### src/rtl/if_stage.sv
// Instruction fetch stage: PC sequencing, single-cycle synchronous imem access,
// and a 2-entry {pc, instr} skid buffer toward OF with branch-redirect flush.
package if_stage_pkg;
  typedef struct packed {
    logic [31:0] pc;
    logic [31:0] instr;
  } If_Of_t;
endpackage

module if_stage
  import if_stage_pkg::*;
(
  input  logic        Clk,
  input  logic        Rst,
  input  logic        Start,
  output logic        Imem_Req,
  output logic [31:0] Imem_Addr,
  input  logic [31:0] Imem_Data,
  input  logic        Br_Taken,
  input  logic [31:0] Br_Target,
  output If_Of_t      If_Payld_o,
  output logic        If_Valid_o,
  input  logic        If_Ready_i
);
  typedef enum logic [1:0] {IDLE, RUN, REDIR} state_t;

  state_t      state, state_nxt;
  logic [31:0] pc, inflight_pc;
  logic        inflight;
  If_Of_t      fifo_q [2];
  logic        rd_ptr, wr_ptr;
  logic [1:0]  count;
  logic        pop, push, issue;
  logic [2:0]  occ;

  assign If_Valid_o = (count != 2'd0) && !Br_Taken;
  assign pop        = If_Valid_o && If_Ready_i;
  // A response landing in REDIR was fetched on the old path
  assign push       = inflight && (state != REDIR);
  assign occ        = {1'b0, count} + {2'b0, inflight} - {2'b0, pop};
  assign issue      = (state == RUN) && Start && !Br_Taken && (occ < 3'd2);
  assign Imem_Req   = issue;
  assign Imem_Addr  = pc;
  assign If_Payld_o = (count != 2'd0) ? fifo_q[rd_ptr] : '0;

  always_comb begin
    state_nxt = state;
    if (Br_Taken) state_nxt = REDIR;
    else begin
      unique case (state)
        IDLE:    if (Start) state_nxt = RUN;
        RUN:     if (!Start) state_nxt = IDLE;
        REDIR:   state_nxt = Start ? RUN : IDLE;
        default: state_nxt = IDLE;
      endcase
    end
  end

  always_ff @(posedge Clk or negedge Rst) begin
    if (!Rst) begin
      state       <= IDLE;
      pc          <= 32'h0;
      inflight    <= 1'b0;
      inflight_pc <= 32'h0;
    end else begin
      state       <= state_nxt;
      inflight    <= issue;
      inflight_pc <= pc;
      if (Br_Taken)   pc <= {Br_Target[31:2], 2'b00};
      else if (issue) pc <= pc + 32'd4;
    end
  end

  always_ff @(posedge Clk or negedge Rst) begin
    if (!Rst) begin
      fifo_q[0] <= '0;
      fifo_q[1] <= '0;
      rd_ptr    <= 1'b0;
      wr_ptr    <= 1'b0;
      count     <= 2'd0;
    end else if (Br_Taken) begin
      rd_ptr <= 1'b0;
      wr_ptr <= 1'b0;
      count  <= 2'd0;
    end else begin
      if (push) begin
        fifo_q[wr_ptr] <= '{pc: inflight_pc, instr: Imem_Data};
        wr_ptr         <= ~wr_ptr;
      end
      if (pop) rd_ptr <= ~rd_ptr;
      count <= count + {1'b0, push} - {1'b0, pop};
    end
  end
endmodule

### config.mk
export PLATFORM = sky130hd
export DESIGN_NAME = if_stage
export DESIGN_NICKNAME = d
export VERILOG_FILES = /design/src/rtl/if_stage.sv
export SDC_FILE = /design/constraint.sdc
export NUM_CORES = 1
export LEC_CHECK = 0
export CORE_ASPECT_RATIO = 0.5
export CORE_MARGIN = 1
export CORE_UTILIZATION = 52
export DETAILED_ROUTE_END_ITERATION = 8
export PLACE_DENSITY = 0.79
export SYNTH_ARGS = -nofsm -noshare
export SYNTH_HDL_FRONTEND = slang
export SYNTH_SLANG_ARGS = --single-unit
### constraint.sdc
create_clock -name Clk -period 4.34 [get_ports Clk]
set_input_delay 0.651 -clock Clk [delete_from_list [all_inputs] [get_ports Clk]]
set_output_delay 0.651 -clock Clk [all_outputs]
set_load 0.01 [all_outputs]
==> impl_metrics.json <==
{
  "grtUsageTotal_pct": 24.3,
  "grt_antenna_before_repair": 0,
  "grt_overflow": 0,
  "io_buffer_count": 160,
  "crit_buf_inv": 3,
  "critical_path_arrival_ps": 3420,
  "netlist.area_leader.share_pct": 57.2,
  "vias": 5842,
  "fin_nets": 907,
  "ys_ff_latch": 191,
  "dp_hpwl_mm": 12.4,
  "ys_warn_count": 0,
  "drtAntennaViolNets": 0,
  "cap_viol_max_count": 0,
  "vias_per_cell": 5.56,
  "drv_slew": 0,
  "drive_gt1_share_pct": 21.1,
  "start_util_pct": 53.7,
  "drc": 0,
  "clock_sinks": 191,
  "diodes": 0,
  "grt.busiest_layer": "met2",
  "clk_pin_slew_worst_paths_ps": 70,
  "startpoint_type": "input port",
  "path_max_fanout": 3,
  "clk_path_buf_depth": 2,
  "worst_slack_ps": 272,
  "fp-row-count": 32,
  "grt_pass1_wl_mm": 31.5,
  "slew_headroom_pct": 22.4,
  "dpl-instance-area_um2": 10200,
  "cts-resized-gates": 0,
  "io_pins": 167,
  "crit_required_ps": 3690,
  "rsz0062_at_grt": "no",
  "seq_area_um2": 4780,
  "cts_made_buffers": 17,
  "power.density_nw_per_um2": 379,
  "drt_wl_total_mm": 18.9,
  "post_drt_wl_per_cell_um": 17.9,
  "irDropWorstVdd_mv": 0.307,
  "cp_top_family": "buffers and inverters",
  "outcome": "finished, final reports clean",
  "hold_buffers": 0,
  "worstSetupEndpointType": "primary output",
  "area_delta_synth_final_pct": 29.1,
  "stdcell_count": 1051,
  "grt_util_met2_pct": 40.1,
  "synth-edff-count": 0,
  "finalCritPeriodShare_pct": 93.7,
  "yosys-top-cells-area": "dfrtp_1 57%, mux2_2 17%, mux2i_1 7.5%",
  "cts_root_buf": "clkbuf_16",
  "synthArstFlopShare_pct": 100,
  "core-area_um2": 15600,
  "setup-violations-final": 0,
  "die_w_um": 181,
  "grt_pass1_vias": 6109,
  "regToRegSetupSlack_ps": 750,
  "ff2ff_path_depth": 11,
  "cts_tree": "done",
  "postCtsSetupBuffers": 0,
  "synth_top_area_cell": "dfrtp_1",
  "place_ws_ps": 230,
  "gp_congestion": 0.830,
  "grt_use_met1_pct": 33.6,
  "die-area_um2": 16600,
  "synth_cell_types": 39,
  "path_cells": "clkdlybuf4s50_1, o21ai_0, nor3_1, o21ai_0, fa_1, nand2_1, or4_4, inv_1, clkdlybuf4s50_1",
  "multiInputGateArea_um2": 3410,
  "synthFlopType": "dfrtp_1",
  "slowest_stage": "clkdlybuf4s50_1",
  "drt_iter0_markers": 340,
  "tns_ps": 0,
  "final_hold_viol_count": 0,
  "path_class": "in2out",
  "synth_cells": 680,
  "htreeDepth": 4,
  "dp_cells": 1019,
  "synth-seq-area-share_pct": 57.2,
  "cpPeakStageDelay_ps": 570,
  "tightest_slew_ps": 1160,
  "fillers": 1160,
  "grt_max_degree": 93,
  "fp.dieH_um": 91.7,
  "min_path_type": "in2async",
  "reg2reg_to": "Imem_Addr[15]",
  "layout_min_cycle_time_ps": 4070,
  "grtUsageMet3_pct": 3.93,
  "p_leak_nw": 4.68,
  "hold_slack_ps": 281,
  "r2r-start": "count[1]",
  "clk_latency_ps": 430,
  "synth.cell_area_um2": 8360,
  "fmax_ghz": 0.246,
  "syn_area_per_cell_um2": 12.3,
  "drtPass1Iterations": 4,
  "skew_ps": 16.0,
  "stdcell_area_um2": 10800
}
[per-stage QoR]
stage / total power [mW] / utilization [%]
final: 4.09 / 69.3
after global routing: 4.26 / 69.3
after CTS: 4.13 / 69.3
after detailed placement: 2.55 / 65.5
after global placement: 2.53 / 65.5
after floorplan: 2.30 / -
[state kept, by name, summed over array words and instances (netlist names)]
register and flops:
count 2, wr_ptr 1, state 2, rd_ptr 1, inflight_pc 30, fifo_q 124
inflight 1, Imem_Addr 30
[logic make-up after synthesis]
logic type	count (synthesis)	share of synthesized area, %
other	1	0.0448
adders and majority gates	4	0.688
DFF	191	57.2
AOI/OAI and AO/OA	57	4.44
muxes	187	24.2
buffers and inverters	49	2.41
and+or+nand+nor	182	10.1
xor gates and xnor gates	9	0.942
[cell usage after synthesis (2+ instances only)]
cell,number
xnor2_1,4
ha_1,3
a31oi_1,6
dfrtp_1,191
buf_2,2
a21oi_1,6
mux2i_1,63
xor2_1,5
clkbuf_1,32
buf_1,4
nor2b_1,2
o21ai_0,20
buf_4,4
and3_1,5
o311ai_0,8
nand2_1,36
o211ai_1,7
and4_1,2
nand3_1,22
mux2_2,124
inv_1,7
a31o_2,2
or3_1,6
nand4_1,13
or4_1,7
nor2_1,78
a22oi_1,4
nor3_1,6
[worst reg2reg max path, stage by stage (launching register included)]
cell and delay, ps:
dfrtp_1 470, o21ai_0 370, nor2_1 120, nor2b_1 120, o21ai_0 100, fa_1 500, nand2_1 50, or4_4 500
buf_4 220, or4_1 560, or4_1 420, nand3_1 100
[power by group]
| group | total [mW] | switching (mW) | internal (mW) |
|---|---|---|---|
| registers | 2.06 | 0.120 | 1.94 |
| logic | 0.458 | 0.197 | 0.262 |
| clock network | 1.58 | 0.700 | 0.878 |
[layer usage]
| metal | share of wire, % | vias up |
|---|---|---|
| met4 | 0.90 | 0 |
| met3 | 4.8 | 13 |
| met5 | 0 | - |
| met2 | 49 | 156 |
| met1 | 45 | 2944 |
| li1 | - | 2729 |
[cells in the final DEF (no fill, tap or decap), types with 8 or more instances in the layout]
cell type / instances
o311ai_0: 8
nand3_1: 22
nor2_1: 77
o21ai_0: 20
clkdlybuf4s50_1: 158
buf_4: 12
dfrtp_1: 190
mux2_2: 124
nand2_1: 35
nand4_1: 13
mux2i_1: 63
clkbuf_16: 17
[worst max path at each step]
stage / startpoint / end / slack, ps / depth (start not counted)
3_5_place_dp: If_Ready_i / Imem_Addr[15] / 230 / 11
3_3_place_gp: If_Ready_i / Imem_Addr[15] / 260 / 11
4_1_cts: If_Ready_i / Imem_Req / 250 / 9
5_1_grt: If_Ready_i / Imem_Req / 130 / 9
6_report: If_Ready_i / Imem_Req / 270 / 9
2_1_floorplan: Br_Taken / Imem_Addr[15] / 980 / 9
[layout make-up]
cell class                 instances  share of cell area, %
clock buffer                      19                   4.10
sequential                       191                   44.3
timing repair buffer             174                   16.0
inverter                           7                  0.243
clock inverter                    13                   1.39
tap                              204                   2.36
multi-input combinational        443                   31.6
Note: power is estimated with default switching activity, not from simulation.
